==> src/rtl/rv32_mtimer_if.sv <==
// Data-bus port bundle for the machine timer: request and response signals
// between the core LSU (master) and the timer register block (slave).
interface rv32_mtimer_if;
   logic        sel;
   logic        rready;
   logic        rvalid;
   logic        wvalid;
   logic        wready;
   logic [3:0]  strb;
   logic [31:0] addr;
   logic [31:0] wdata;
   logic [31:0] rdata;

   modport master (
      output sel, rready, wvalid, strb, addr, wdata,
      input  rvalid, wready, rdata
   );

   modport slave (
      input  sel, rready, wvalid, strb, addr, wdata,
      output rvalid, wready, rdata
   );
endinterface

==> src/rtl/rv32_mtimer.sv <==
// RISC-V machine timer: 64-bit mtime with prescaler, mtimecmp compare,
// level interrupt, and a coherent lo-then-hi mtime read via a shadow register.
module rv32_mtimer #(
   parameter int unsigned PRESC_WIDTH    = 16,
   parameter logic [63:0] RESET_MTIMECMP = 64'hFFFF_FFFF_FFFF_FFFF
) (
   input  logic          clk,
   input  logic          rst_n,
   rv32_mtimer_if.slave  bus,
   output logic          timer_irq
);

   typedef enum logic [2:0] {
      REG_MTIME_LO = 3'd0,
      REG_MTIME_HI = 3'd1,
      REG_CMP_LO   = 3'd2,
      REG_CMP_HI   = 3'd3,
      REG_CTRL     = 3'd4,
      REG_PRESC    = 3'd5,
      REG_RSVD6    = 3'd6,
      REG_RSVD7    = 3'd7
   } reg_off_e;

   logic [63:0]            mtime;
   logic [63:0]            mtimecmp;
   logic [31:0]            shadow;
   logic                   cnt_en;
   logic                   irq_en;
   logic [PRESC_WIDTH-1:0] presc;
   logic [PRESC_WIDTH-1:0] presc_cnt;
   logic                   resp_busy;

   reg_off_e               off;
   logic                   wr_acc;
   logic                   rd_acc;
   logic                   tick;
   logic [31:0]            rd_mux;
   logic [31:0]            wr_old;
   logic [31:0]            wr_merged;
   logic                   unused_addr_bits;

   assign off              = reg_off_e'(bus.addr[4:2]);
   assign unused_addr_bits = ^{bus.addr[31:5], bus.addr[1:0]};
   assign wr_acc           = bus.sel && bus.wvalid && !resp_busy;
   assign rd_acc           = bus.sel && bus.rready && !bus.wvalid && !resp_busy;
   assign tick             = cnt_en && (presc_cnt == presc);

   function automatic logic [31:0] lane_merge(input logic [31:0] old_v,
                                              input logic [31:0] new_v,
                                              input logic [3:0]  be);
      logic [31:0] res;
      res = old_v;
      for (int unsigned i = 0; i < 4; i++) begin
         if (be[i]) res[8*i +: 8] = new_v[8*i +: 8];
      end
      return res;
   endfunction

   // Read-back mux (mtime_hi returns the shadow) and byte-merged write value
   // (merged against the live register, not the shadow).
   always_comb begin
      rd_mux = '0;
      wr_old = '0;
      case (off)
         REG_MTIME_LO: begin rd_mux = mtime[31:0];     wr_old = mtime[31:0];     end
         REG_MTIME_HI: begin rd_mux = shadow;          wr_old = mtime[63:32];    end
         REG_CMP_LO:   begin rd_mux = mtimecmp[31:0];  wr_old = mtimecmp[31:0];  end
         REG_CMP_HI:   begin rd_mux = mtimecmp[63:32]; wr_old = mtimecmp[63:32]; end
         REG_CTRL: begin
            rd_mux = {30'd0, irq_en, cnt_en};
            wr_old = rd_mux;
         end
         REG_PRESC: begin
            rd_mux = 32'(presc);
            wr_old = rd_mux;
         end
         default: begin rd_mux = '0; wr_old = '0; end
      endcase
      wr_merged = lane_merge(wr_old, bus.wdata, bus.strb);
   end

   // One-cycle response pulse; resp_busy blocks acceptance during it.
   always_ff @(posedge clk) begin
      if (!rst_n) begin
         resp_busy  <= 1'b0;
         bus.rvalid <= 1'b0;
         bus.wready <= 1'b0;
         bus.rdata  <= '0;
      end else begin
         resp_busy  <= wr_acc || rd_acc;
         bus.wready <= wr_acc;
         bus.rvalid <= rd_acc;
         if (rd_acc) bus.rdata <= rd_mux;
      end
   end

   // Prescale counter: wraps at presc to generate the mtime tick.
   always_ff @(posedge clk) begin
      if (!rst_n) begin
         presc_cnt <= '0;
      end else if (wr_acc && off == REG_PRESC) begin
         presc_cnt <= '0;
      end else if (cnt_en) begin
         presc_cnt <= tick ? '0 : presc_cnt + 1'b1;
      end
   end

   // mtime counter (software write beats the tick) and the hi shadow.
   always_ff @(posedge clk) begin
      if (!rst_n) begin
         mtime  <= '0;
         shadow <= '0;
      end else begin
         if (wr_acc && off == REG_MTIME_LO)      mtime[31:0]  <= wr_merged;
         else if (wr_acc && off == REG_MTIME_HI) mtime[63:32] <= wr_merged;
         else if (tick)                          mtime        <= mtime + 64'd1;
         if (rd_acc && off == REG_MTIME_LO)      shadow       <= mtime[63:32];
      end
   end

   // Software-written configuration registers.
   always_ff @(posedge clk) begin
      if (!rst_n) begin
         mtimecmp <= RESET_MTIMECMP;
         cnt_en   <= 1'b1;
         irq_en   <= 1'b1;
         presc    <= '0;
      end else if (wr_acc) begin
         case (off)
            REG_CMP_LO: mtimecmp[31:0]   <= wr_merged;
            REG_CMP_HI: mtimecmp[63:32]  <= wr_merged;
            REG_CTRL:   {irq_en, cnt_en} <= wr_merged[1:0];
            REG_PRESC:  presc            <= wr_merged[PRESC_WIDTH-1:0];
            default:    ;
         endcase
      end
   end

   // Registered level interrupt.
   always_ff @(posedge clk) begin
      if (!rst_n) timer_irq <= 1'b0;
      else        timer_irq <= irq_en && (mtime >= mtimecmp);
   end

endmodule

==> src/flat_wrapper.sv <==
// flat-port wrapper written by rule: the top's interface ports become plain ports
module rv32_mtimer_flat 
#(
   parameter int unsigned PRESC_WIDTH    = 16,
   parameter logic [63:0] RESET_MTIMECMP = 64'hFFFF_FFFF_FFFF_FFFF
)
  (clk, rst_n, timer_irq, bus_sel, bus_rready, bus_wvalid, bus_strb, bus_addr, bus_wdata, bus_rvalid, bus_wready, bus_rdata);
  rv32_mtimer_if bus_i ();
  input  logic clk;
  input  logic rst_n;
  output logic timer_irq;
  input wire logic [$bits(bus_i.sel)-1:0] bus_sel;
  input wire logic [$bits(bus_i.rready)-1:0] bus_rready;
  input wire logic [$bits(bus_i.wvalid)-1:0] bus_wvalid;
  input wire logic [$bits(bus_i.strb)-1:0] bus_strb;
  input wire logic [$bits(bus_i.addr)-1:0] bus_addr;
  input wire logic [$bits(bus_i.wdata)-1:0] bus_wdata;
  output wire logic [$bits(bus_i.rvalid)-1:0] bus_rvalid;
  output wire logic [$bits(bus_i.wready)-1:0] bus_wready;
  output wire logic [$bits(bus_i.rdata)-1:0] bus_rdata;
  assign bus_i.sel = bus_sel;
  assign bus_i.rready = bus_rready;
  assign bus_i.wvalid = bus_wvalid;
  assign bus_i.strb = bus_strb;
  assign bus_i.addr = bus_addr;
  assign bus_i.wdata = bus_wdata;
  assign bus_rvalid = bus_i.rvalid;
  assign bus_wready = bus_i.wready;
  assign bus_rdata = bus_i.rdata;
  rv32_mtimer #(.PRESC_WIDTH(PRESC_WIDTH), .RESET_MTIMECMP(RESET_MTIMECMP)) u_core (.clk(clk), .rst_n(rst_n), .bus(bus_i), .timer_irq(timer_irq));
endmodule
==> config.mk <==
export PLATFORM = sky130hd
export DESIGN_NAME = rv32_mtimer_flat
export DESIGN_NICKNAME = d
export VERILOG_FILES = /design/src/rtl/rv32_mtimer_if.sv /design/src/rtl/rv32_mtimer.sv /design/src/flat_wrapper.sv
export SDC_FILE = /design/constraint.sdc
export NUM_CORES = 1
export LEC_CHECK = 0
export CAP_MARGIN = 10
export CELL_PAD_IN_SITES_DETAIL_PLACEMENT = 1
export CELL_PAD_IN_SITES_GLOBAL_PLACEMENT = 2
export CORE_MARGIN = 5
export CORE_UTILIZATION = 25
export CTS_CLUSTER_DIAMETER = 120
export CTS_CLUSTER_SIZE = 40
export DETAILED_ROUTE_END_ITERATION = 16
export DONT_BUFFER_PORTS = 1
export PLACE_DENSITY_LB_ADDON = 0.1
export SKIP_LAST_GASP = 1
export SYNTH_ARGS = -nofsm -noshare
export SYNTH_HDL_FRONTEND = slang
export SYNTH_SLANG_ARGS = --single-unit
export TNS_END_PERCENT = 20
==> constraint.sdc <==
create_clock -name clk -period 2.6 [get_ports clk]
set_input_delay 0.78 -clock clk [delete_from_list [all_inputs] [get_ports clk]]
set_output_delay 0.78 -clock clk [all_outputs]
set_load 0.05 [all_outputs]
* Word level (Yosys, flattened, before mapping)
Cells that the tools add are included.
** Word-level totals
- Register bits after elaboration :: 230
- Bits in latches :: 0
- RAM bits :: 0
- Memory bits (read-only) :: 0
- Input port bits :: 73
- Memories kept :: 0
** Cells by class
- Add/sub/neg operators :: 2
- Multiply operators :: 0
- Divide/modulo/power cells :: 0
- $lt $le $gt $ge :: 1
- Equal/unequal tests :: 7
- Shift operators :: 0
- Muxes and demuxes :: 11
- Bitwise gates (word level) :: 2
- Reductions and logical operators :: 24
** Operators by type and width (count)
- one-hot mux 32 bit (6 select lines) :: 2
- two-way mux 32 bit :: 3
- adder 64 x 1 -> 64 bit (second input constant) :: 1
- >= comparator 64 bit :: 1
- two-way mux 64 bit :: 1
- two-way mux 8 bit :: 4
- adder 16 x 1 -> 16 bit (second input constant) :: 1
- equality test 16 bit :: 1
- two-way mux 16 bit :: 1
- AND reduction 2 bit :: 6
- logical AND 1 bit :: 11
- equality test 3 x 2 -> 1 bit (second input constant) :: 2
- equality test 3 bit (second input constant) :: 2
- nonzero test 2 bit :: 2
- equality test 3 x 1 -> 1 bit (second input constant) :: 1
- logical NOT 3 bit :: 1
- logical NOT 1 bit :: 2
- != test 2 x 1 -> 1 bit (second input constant) :: 1
- inverter 1 bit :: 2
- OR reduction 2 bit :: 1
- logical OR 1 bit :: 1

* Longest topological paths before layout
Gate-level depths: netlist (run 1).
- Depth after elaboration :: 5
- Gate-level depth with buffers :: 10
- Gate-level depth less buffers :: 8

* Worst setup path before layout (run 1)
OpenSTA, ideal clock, no wires.
- Kind :: input to register
- From :: input bus_addr[3]
- To :: register u_core.mtime[30]
- Setup time :: 0.117 ns
- Arrival time :: 2.336 ns
- Required time :: 2.483 ns
- Slack :: 0.146 ns
- Stages :: 8
- Buffers on the path :: 2
- Cells stage by stage :: buf_2 > buf_2 > mux2_2 > a32oi_1 > a21oi_1 > a21oi_1 > o2bb2ai_1 > a32o_1
** On the way
- Cells in the longest elaborated chain, start to end :: 4
- Elaborated cells on any way between the ends :: 14
- Those cells by class :: 6 x eq/ne; 3 x mux; 5 x reduce/logical
** RTL lines
- start: declaration :: RTL line flat_wrapper.sv:16 : input wire logic [$bits(bus_i.addr)-1:0] bus_addr;
- equality test 3 bit, or another cell as far along :: RTL line rv32_mtimer.sv:64 : case (off)
- one-hot mux 32 bit (6 select lines), or another cell as far along :: RTL line rv32_mtimer.sv:64
- two-way mux 8 bit, or another cell as far along :: RTL line rv32_mtimer.sv:54 : if (be[i]) res[8*i +: 8] = new_v[8*i +: 8];
- two-way mux 32 bit / AND reduction 2 bit (equally long branches)
- end signal: assignment :: RTL line rv32_mtimer.sv:114 : if (wr_acc && off == REG_MTIME_LO) mtime[31:0] <= wr_merged;
- end signal: assignment :: RTL line rv32_mtimer.sv:116 : else if (tick) mtime <= mtime + 64'd1;
- end: declaration :: RTL line rv32_mtimer.sv:24 : logic [63:0] mtime;
Parallel ways exist; a longest one is shown, timed or not.
A chain may end at the register's enable or synchronous reset.

* Final worst setup path (run 1)
- From :: register u_core.mtime[0]
- To :: register u_core.mtime[52]
** On the way
- Cells in the longest elaborated chain, start to end :: 3
** RTL lines
- adder 64 x 1 -> 64 bit :: RTL line rv32_mtimer.sv:116
- two-way mux 64 bit :: RTL line rv32_mtimer.sv:116
- two-way mux 32 bit :: RTL line rv32_mtimer.sv:115 : else if (wr_acc && off == REG_MTIME_HI) mtime[63:32] <= wr_merged;
Every way passes these cells. The select of a mux whose other input is x is not followed.

==> results of run 1 <==
sequential cells by signal (all words and copies together) (netlist names):
signal,count
u_core.mtimecmp,64
u_core.bus.wready,1
u_core.resp_busy,1
u_core.presc,16
u_core.timer_irq,1
u_core.bus.rdata,32
u_core.irq_en,1
u_core.cnt_en,1
u_core.presc_cnt,16
u_core.bus.rvalid,1
u_core.shadow,32
u_core.mtime,64
logic make-up (layout without fill, tap and decap cells):
| kind of cell | count (synthesis) | in the layout | synth area share, % |
|---|---|---|---|
| adders and majority gates | 66 | 66 | 6.018 |
| DFF | 230 | 230 | 33.56 |
| buffers and inverters | 209 | 349 | 6.164 |
| muxes | 36 | 36 | 2.772 |
| and+or+nand+nor | 639 | 639 | 23.42 |
| other | 0 | 4 | 0 |
| xor gates and xnor gates | 30 | 30 | 1.915 |
| AOI/OAI and AO/OA | 550 | 550 | 26.15 |
layout make-up:
type | count | area, sq um
inverters | 83 | 311.5
well taps | 696 | 870.8
clock buffers | 16 | 379.1
repair buffers | 243 | 1949
clock inverters | 7 | 98.84
multi-input cells | 1321 | 8325
fillers | 6435 | 37580
diodes | 4 | 10.01
flip-flops and latches | 230 | 4604
Yosys cell counts, types with 11 or more instances:
master / n / area [sq um]
a32o_1: 12 / 120.1
a31oi_1: 23 / 143.9
dfxtp_1: 230 / 4604
a22o_1: 13 / 113.9
a211oi_1: 14 / 105.1
nor4_1: 20 / 125.1
nand4_1: 39 / 244.0
xnor2_1: 13 / 113.9
mux2i_1: 20 / 200.2
a21o_1: 24 / 180.2
xor2_1: 17 / 148.9
nand2_1: 287 / 1077
nor2_1: 80 / 300.3
nor3_1: 36 / 180.2
and3_1: 24 / 150.1
ha_1: 66 / 825.8
o22ai_1: 19 / 118.9
nand3_1: 54 / 270.3
clkbuf_1: 76 / 285.3
mux2_2: 16 / 180.2
o211ai_1: 70 / 525.5
buf_2: 37 / 185.2
and3b_1: 18 / 157.7
a21oi_1: 164 / 820.8
o32ai_1: 11 / 96.34
inv_1: 79 / 296.5
o21ai_0: 101 / 505.5
worst paths after layout:
check             cells past startpoint                          endpoint  slack, ps                            from
setup / recovery                      8     u_core.mtime[52]$_SDFFE_PN0P_        100    u_core.mtime[0]$_SDFFE_PN0P_
hold / removal                        1  u_core.mtimecmp[26]$_SDFFE_PN1P_        330                           rst_n
setup reg to reg                      8     u_core.mtime[52]$_SDFFE_PN0P_        100    u_core.mtime[0]$_SDFFE_PN0P_
hold reg to reg                       2    u_core.shadow[23]$_SDFFE_PN0P_        470  u_core.shadow[23]$_SDFFE_PN0P_
layer usage:
metal / global-route usage (%) / vias up / share of wire, %
met5: 0 / - / 0
met1: 29.27 / 6996 / 47
li1: - / 6730 / -
met2: 36.98 / 236 / 47
met3: 2.511 / 77 / 3.2
met4: 6.356 / 0 / 3.4
worst register-to-register path, delay by kind of cell, from the launching register on:
family          cells  cell delay (ps)
simple gates        4             1170
flops               1              350
compound gates      2              320
buf+inv             1              300
fa+ha+maj           1              270
stage by stage:
step | setup TNS, ps | cells | utilization, %
6_report | 0 | 2600 | 30.57
5_1_grt | -141.1 | 2596 | 30.55
4_1_cts | 0 | 2596 | 30.53
3_5_place_dp | -197.0 | 2573 | 29.65
3_3_place_gp | -216.8 | 2573 | 29.65
2_1_floorplan | 0 | 1760 | -
repair_timing:
action,in CTS,in global routing
resized for setup,0,2
setup buffers,0,0
endpoints found under the setup margin,0,7
where the power goes:
| group | switching [uW] | internal [uW] | total (uW) |
|---|---|---|---|
| combinational | 994 | 603 | 1600 |
| clock | 1570 | 1150 | 2720 |
| sequential | 164 | 3610 | 3770 |
| total | 2730 | 5360 | 8080 |
==> metrics.txt, run 1 <==
status finished clean; Slew @ Worst Pin between 600 and 700 ps; Post-synth ARST share 0%; Final Hold Fails 0; H-tree depth 1; worst path cell trace ha_1, nand4_1, or2_2, nand4bb_2, buf_4, nor4_1, o21ai_0, a32o_1; Net Count, Synth about 1900; Cell Pwr Density between 400 and 500 nW/um^2; Remaining DRCs 0; TritonCTS clock tree done; Worst path slowest cell nand4bb_2; routed len/inst 25.75 um; total number of vias 14040; max_slew headroom a little over half; setup ws final just over 100 ps; final period utilization between 90% and 100%; EDFF count, synth 0; Worst Hold Class input port to flop; core area about 54000 sq um; P_leak between 0.007 and 0.008 uW; Mapped Area around 14000 sq um; nets a little over 2000; synthesis-stage register bit count 230; first-pass GRT wire length slightly below 100000 um; register area share after synthesis between 30% and 40%; yosys warns 0; Avg Inst Size Synth 7.797 sq um; Die Ht approximately 240 um; Detail Route Antenna Nets 0; CTS Hold Buffers Added 0; Die W approximately 240 um; CTS clk-pin slew, worst paths about 110 ps; Final GP Congestion between 0.8 and 0.9; crit start category flop; fmax 400.5 MHz; peak supply drop 0.3675 mV; DR vias/cell between 5 and 6; Design Power about 8000 uW; GRT Total Usage 21.79%; commonest non-fill, non-tap cells in the layout nand2_1 (286), buf_4 (233), dfxtp_1 (230); pin count of the biggest net entering global routing between 150 and 200; Min Clock Period, post-route 2497 ps; Inserted Clock Buffers 14; io pins between 100 and 150; Max-Cap Viols 0; gr ovfl total 0; endpoints failing setup 0; 1st-iter DRT viols ~750; worst-skew pair later-pin latency 540 ps; RSZ-0062 raised after global routing yes; Area growth, synth to finish 20.61%; crit path DAT approximately 2900 ps; dpl ws -130.6 ps; Clock Skew approximately 31 ps; clock root buffer master clkbuf_16; Final Cell Area approximately 17000 sq um; clock tree buffer depth 3; commonest non-fill, non-tap cell in the layout nand2_1; Main synth FF type dfxtp_1; Post-Synthesis Cells 1760; WP buf/inv 1; IO buf count 0; Slew Limit Fails 0; layout cells sized above 1 around 18%; clk sinks 230; CP Max Fanout 8; Initial Util between 20 and 30%; dpl hpwl around 52000 um; CP peak stage delay roughly 440 ps; antenna violations before repair 4; die outline area about 60000 sq um; Worst Setup Path Type flop to flop; synth unique cells 88; area post-placement approximately 16000 sq um; WP data required approximately 3000 ps; number of global-route vias before repair 14490; row count 85; Worst setup EP type flop; Crit path max-delay family simple AND/OR/NAND/NOR gates; Initial DRT Pass Iterations 5; worst hold slack between 300 and 400 ps; aggregate routed wire length ~67000 um
(Power assumes the default switching activity.)
==> inputs of run 2 (changes only) <==
--- a/config.mk
+++ b/config.mk
@@ -5,10 +5,10 @@
 export SDC_FILE = /design/constraint.sdc
 export NUM_CORES = 1
 export LEC_CHECK = 0
+export ABC_AREA = 1
 export CAP_MARGIN = 10
 export CELL_PAD_IN_SITES_DETAIL_PLACEMENT = 1
 export CELL_PAD_IN_SITES_GLOBAL_PLACEMENT = 2
-export CORE_MARGIN = 5
 export CORE_UTILIZATION = 25
 export CTS_CLUSTER_DIAMETER = 120
 export CTS_CLUSTER_SIZE = 40
==> run 2 against run 1 <==
  * Sequential power grew 7.7%
  * Clock power grew 3%
  * Core utilization shrank 2.1 points
  * Critical endpoint is now u_core.mtime[62]$_SDFFE_PN0P_
  * Flip-flop and latch count is the same
  * Final area shrank 0.85%
  * Largest power group unchanged
==> metrics.txt, run 2 <==
status finished clean; Die W approximately 240 um; crit path to u_core.mtime[62]$_SDFFE_PN0P_; Worst setup EP type flop; Worst Setup Path Type flop to flop; Post-Synthesis Cells 2360; Crit Reg-Reg Startpoint u_core.mtime[11]$_SDFFE_PN0P_; top flop regs u_core.mtime (64), u_core.mtimecmp (64); number of cells on the worst reg-to-reg path 9; mux share of post-synthesis cell area 0%; Detail Route Antenna Nets 0; Initial Util about 25%; Inserted Clock Buffers 14; number of global-route vias before repair approximately 15000; WP data required approximately 3000 ps; Final GP Congestion slightly below 0.9; clock tree buffer depth 3; xor/xnor cell area share of the yosys netlist 1.984%; io pins 108; synth unique cells 42; CP peak stage delay about 610 ps; gr ovfl total 0; simple-gate share of the synthesized area approximately 36%; dpl hpwl ~54000 um; synthesis-stage register bit count 230; Slew @ Worst Pin approximately 610 ps; CP most frequent cell nand2_1; Design Power around 9000 uW; Compound-Gate Fraction of Synth Area 15.54%; endpoints failing setup 0; crit start category flop; RSZ-0062 raised after global routing yes; area post-placement 15920 sq um; Area growth, synth to finish 12.63%; fmax between 400 and 500 MHz; commonest non-fill, non-tap cell in the layout nand2_1; first-pass GRT wire length between 100000 and 150000 um; layout cells sized above 1 roughly 7%; clk sinks 230; IO buf count 0; Min Clock Period, post-route roughly 2500 ps; RR Endpoint u_core.mtime[62]$_SDFFE_PN0P_; Setup TNS Final 0 ps; peak supply drop approximately 0.34 mV; crit path DAT about 2900 ps; max_slew headroom about three fifths; Final Cell Area 16410 sq um; Post-synth ARST share 0%; Slew Limit Fails 0; Max-Cap Viols 0; Main synth FF type dfxtp_1; Worst Hold Class input port to flop; FF-to-FF setup slack about 130 ps; antenna violations before repair 0; Crit path max-delay family simple AND/OR/NAND/NOR gates; EDFF count, synth 0; GRT Total Usage between 20% and 30%; Remaining DRCs 0; Synth area leaders dfxtp_1 (32%), nand2_1 (19%), a21oi_1 (8.0%); Cell Pwr Density 540.7 nW/um^2; yosys warns 0; main combinational cell family by area after synthesis simple AND/OR/NAND/NOR gates; Worst path slowest cell dfxtp_1; P_leak 0.007407 uW; Mapped Area between 10000 and 15000 sq um; Hold Path Stages 2; die outline area between 50000 and 60000 sq um; setup ws final 131.0 ps; clock root buffer master clkbuf_16; area share of the largest cell type after synthesis about a third; TritonCTS clock tree done; CTS clk-pin slew, worst paths approximately 130 ps; aggregate routed wire length between 60000 and 70000 um; nets 2514; H-tree depth 1; Avg Inst Size Synth between 6 and 7 sq um; CP startpoint u_core.mtime[11]$_SDFFE_PN0P_; CP Max Fanout 6; total number of vias around 15000; pin count of the biggest net entering global routing 71; register area share after synthesis 31.60%; DR vias/cell between 4 and 5; Final Hold Fails 0; most common cell in the synthesized netlist nand2_1; top cell types by occurrence after synthesis nand2_1 (726), nor2_1 (270), a21oi_1 (233), dfxtp_1 (230), inv_1 (230); final period utilization 94.96%; core area about 58000 sq um; worst-skew pair later-pin latency 550 ps; adder-cell share of the synthesized area 5.668%; dpl ws between 100 and 150 ps; commonest non-fill, non-tap cells in the layout nand2_1 (726), nor2_1 (268), a21oi_1 (233); 1st-iter DRT viols about 690; WP buf/inv 0; Ant. Diodes 0; Clock Skew 33.97 ps; Synth area leader dfxtp_1; critical path depth 9; row count 88; hold path start bus_addr[4]; Die Ht about 240 um; worst path cell trace nand2_1, nor2_1, nand2_1, nor2_1, nand2_1, o21ai_0, nand3_1, nand3_1, a21oi_1; Net Count, Synth around 2500; routed len/inst about 22 um; Final Util between 20% and 30%; Initial DRT Pass Iterations 5
==> run 2: logic make-up after synthesis <==
kind of cell / Yosys count
buffers and inverters: 341
AND/OR/NAND/NOR: 1252
XOR/XNOR: 33
adder cells (fa/ha/maj): 66
AO/OA/AOI/OAI: 438
flip-flops: 230
==> run 2: layout make-up <==
class	instances	area [sq um]
fill	7356	41180
multi-input combinational	1789	8592
sequential	230	4604
tap	765	957.2
inverter	247	932.1
timing repair buffer	93	835.8
clock buffer	17	382.9
clock inverter	7	105.1
==> run 2: worst min-delay path by stage <==
stage,endpoint
finish,u_core.irq_en$_SDFFE_PN1P_
global route,u_core.mtime[6]$_SDFFE_PN0P_
CTS,u_core.mtime[6]$_SDFFE_PN0P_
detailed placement,u_core.mtimecmp[12]$_SDFFE_PN1P_
global placement,u_core.mtimecmp[11]$_SDFFE_PN1P_
floorplan,u_core.timer_irq$_SDFF_PN0_
==> run 2: repair_timing <==
action | in CTS | in global routing
hold buffers | 0 | 0
gates resized for setup | 0 | 1
buffers inserted | 0 | 0
setup endpoints to repair | 0 | 5
==> run 2: stage by stage <==
stage	hold slack [ps]	instances
floorplan	425.6	2360
global placement	454.2	3124
detailed placement	459.5	3124
CTS	348.8	3148
global route	373.8	3148
finish	382.1	3148
==> run 2: where the power goes <==
part	switching [uW]	total [uW]	internal [uW]	leakage, uW
logic	1360	2000	639	0.00530
registers	351	4060	3710	0.00187
clock network	1580	2810	1230	0.000238
==> run 2: per-layer routing <==
metal  share of wire (%)  global-route usage [%]  up-vias
li1                    -                       -     7662
met1                  51                   32.79     7580
met2                  46                   37.87      189
met3                 2.5                   1.796       37
met4                 1.4                   3.552        0
met5                   0                       0        -
==> inputs of run 3 (changes only) <==
--- a/config.mk
+++ b/config.mk
@@ -7,14 +7,11 @@
 export LEC_CHECK = 0
 export ABC_AREA = 1
 export CAP_MARGIN = 10
-export CELL_PAD_IN_SITES_DETAIL_PLACEMENT = 1
-export CELL_PAD_IN_SITES_GLOBAL_PLACEMENT = 2
 export CORE_UTILIZATION = 25
 export CTS_CLUSTER_DIAMETER = 120
 export CTS_CLUSTER_SIZE = 40
 export DETAILED_ROUTE_END_ITERATION = 16
 export DONT_BUFFER_PORTS = 1
-export PLACE_DENSITY_LB_ADDON = 0.1
 export SKIP_LAST_GASP = 1
 export SYNTH_ARGS = -nofsm -noshare
 export SYNTH_HDL_FRONTEND = slang
==> run 3 against run 2 <==
  * Cell count shrank 1.5%
  * Die area stayed put
  * First-iteration DRC count rose by 92%
  * Worst setup slack lost 68 ps
  * Count of clock-buffer cells in the layout shrank 5
  * Final area down 2.7%
  * Fmax is 2.7% lower
  * Core utilization down 0.77 points
  * Non-clock buffer count shrank 38
  * Critical path type unchanged
  * Critical endpoint is now u_core.mtime[55]$_SDFFE_PN0P_
  * Largest power group unchanged
==> metrics.txt, run 3 (synthesized netlist as in run 2, its figures left out) <==
Min Clock Period, post-route between 2000 and 3000 ps; TritonCTS clock tree done; IO buf count 0; Inserted Clock Buffers 11; CP Max Fanout 32; status finished clean; # Post-CTS Setup Buffers 0; Final Cell Area between 15000 and 20000 sq um; routed len/inst approximately 17 um; Worst Setup Path Type flop to flop; number of cells on the worst reg-to-reg path 10; DR vias/cell 4.821; total number of vias 14950; antenna violations before repair 0; worst hold slack between 300 and 400 ps; Slew Limit Fails 0; Cell Pwr Density 511.2 nW/um^2; endpoints failing setup 0; crit path DAT around 3000 ps; CP peak stage delay 950 ps; WP data required ~3000 ps; area post-placement about 16000 sq um; Initial Util between 20% and 30%; max_slew headroom 21.17%; layout cells sized above 1 between 5 and 6%; Worst setup EP type flop; io pins between 100 and 150; final period utilization around 98%; Hold Path Stages 2; Ant. Diodes 0; Final GP Congestion approximately 0.98; Die Ht 243.4 um; H-tree depth 1; row count 88; Die W around 240 um; clock tree buffer depth 3; commonest non-fill, non-tap cells in the layout nand2_1 (726), nor2_1 (269), a21oi_1 (233); commonest non-fill, non-tap cell in the layout nand2_1; hold path start rst_n; Area growth, synth to finish 9.576%; Final Hold Fails 0; GRT Total Usage 17.89%; aggregate routed wire length roughly 54000 um; post-CTS resize count 0; P_leak 0.007146 uW; nets ~2500; number of global-route vias before repair 13820; CTS clk-pin slew, worst paths about 160 ps; FF-to-FF setup slack between 60 and 70 ps; first-pass GRT wire length ~83000 um; CP startpoint u_core.presc_cnt[3]$_SDFFE_PP0P_; clock root buffer master clkbuf_16; RSZ-0062 raised after global routing yes; Worst Hold Class input port to flop; Crit Reg-Reg Startpoint u_core.presc_cnt[3]$_SDFFE_PP0P_; Worst Hold Endpoint u_core.mtime[7]$_SDFFE_PN0P_; dpl hpwl a little over 40000 um; gr ovfl total 0; Initial DRT Pass Iterations 6; CTS Hold Buffers Added 0; pin count of the biggest net entering global routing 69; clk sinks 230; Clock Skew 57.43 ps; Remaining DRCs 0; worst-skew pair later-pin latency between 500 and 600 ps; peak supply drop around 0.41 mV; top flop regs u_core.mtime (64), u_core.mtimecmp (64); RR Endpoint u_core.mtime[55]$_SDFFE_PN0P_; Max-Cap Viols 0; crit start category flop; worst path cell trace inv_1, nand2_1, nand2_1, nor2_1, nand2_1, nor2_1, nand3_2, a21oi_4, nand3_1, a21oi_1; Fillers between 6000 and 7000; 1st-iter DRT viols about 1300; Slew @ Worst Pin around 1200 ps; Detail Route Antenna Nets 0; core area between 50000 and 60000 sq um; fmax 394.1 MHz; CP most frequent cell nand2_1; Worst path slowest cell a21oi_4; die outline area around 59000 sq um
[run 3: cell types whose count changed in the layout (fill, tap and decap cells not counted), sizes merged]
cell / delta
inv: -4
clkinv: +1
buf: -38
clkbuf: -5
[run 3: worst max-delay path, delay by kind of cell, from the launching register on]
family	cells	cell delay, ps
DFF	1	410
AOI/OAI and AO/OA	2	1130
and+or+nand+nor	7	810
buffers and inverters	1	80
[run 3: area by class of cell]
cell class                 count  area [sq um]  area share (%)
timing repair buffer          55         513.0           3.213
tap                          765         957.2           5.996
sequential                   230          4604           28.84
multi-input combinational   1789          8579           53.74
clock inverter                 4         98.84          0.6192
clock buffer                  12         279.0           1.748
inverter                     247         932.1           5.839
[run 3: how the worst max path moves through the flow]
| stage | end | slack [ps] | cells after the start |
|---|---|---|---|
| 2_1_floorplan | u_core.mtime[35]$_SDFFE_PN0P_ | 540 | 10 |
| 6_report | u_core.mtime[55]$_SDFFE_PN0P_ | 60 | 10 |
| 3_3_place_gp | u_core.mtime[62]$_SDFFE_PN0P_ | 80 | 7 |
| 3_5_place_dp | u_core.mtime[56]$_SDFFE_PN0P_ | 80 | 7 |
| 4_1_cts | u_core.mtime[56]$_SDFFE_PN0P_ | 90 | 10 |
| 5_1_grt | u_core.mtime[61]$_SDFFE_PN0P_ | -200 | 10 |
[run 3: stage by stage]
stage / power (uW) / std cells / TNS [ps] / setup WS, ps / utilization, %
2_1_floorplan: 5244 / 2360 / 0 / 541.6 / -
3_3_place_gp: 5863 / 3086 / 0 / 76.01 / 27.07
3_5_place_dp: 5878 / 3086 / 0 / 79.88 / 27.07
4_1_cts: 8180 / 3102 / 0 / 92.58 / 27.72
5_1_grt: 8554 / 3102 / -3782 / -203.8 / 27.72
6_report: 8161 / 3102 / 0 / 62.66 / 27.72
[run 3: power breakdown]
group / leakage, uW / internal [uW] / switching, uW
clock network: 0.000178 / 936 / 1390
logic: 0.00510 / 574 / 1210
registers: 0.00187 / 3710 / 343
total: 0.00715 / 5220 / 2940
[run 3: layer usage]
metal  vias up  GRT usage (%)  share of wire [%]  routed length, um
li1       7548              -                  -                  -
met5         -              0                  0                  0
met2       513          29.54                 46              24650
met4         0          6.530                3.1               1678
met1      6814          24.20                 45              24060
met3        79          1.487                6.1               3292
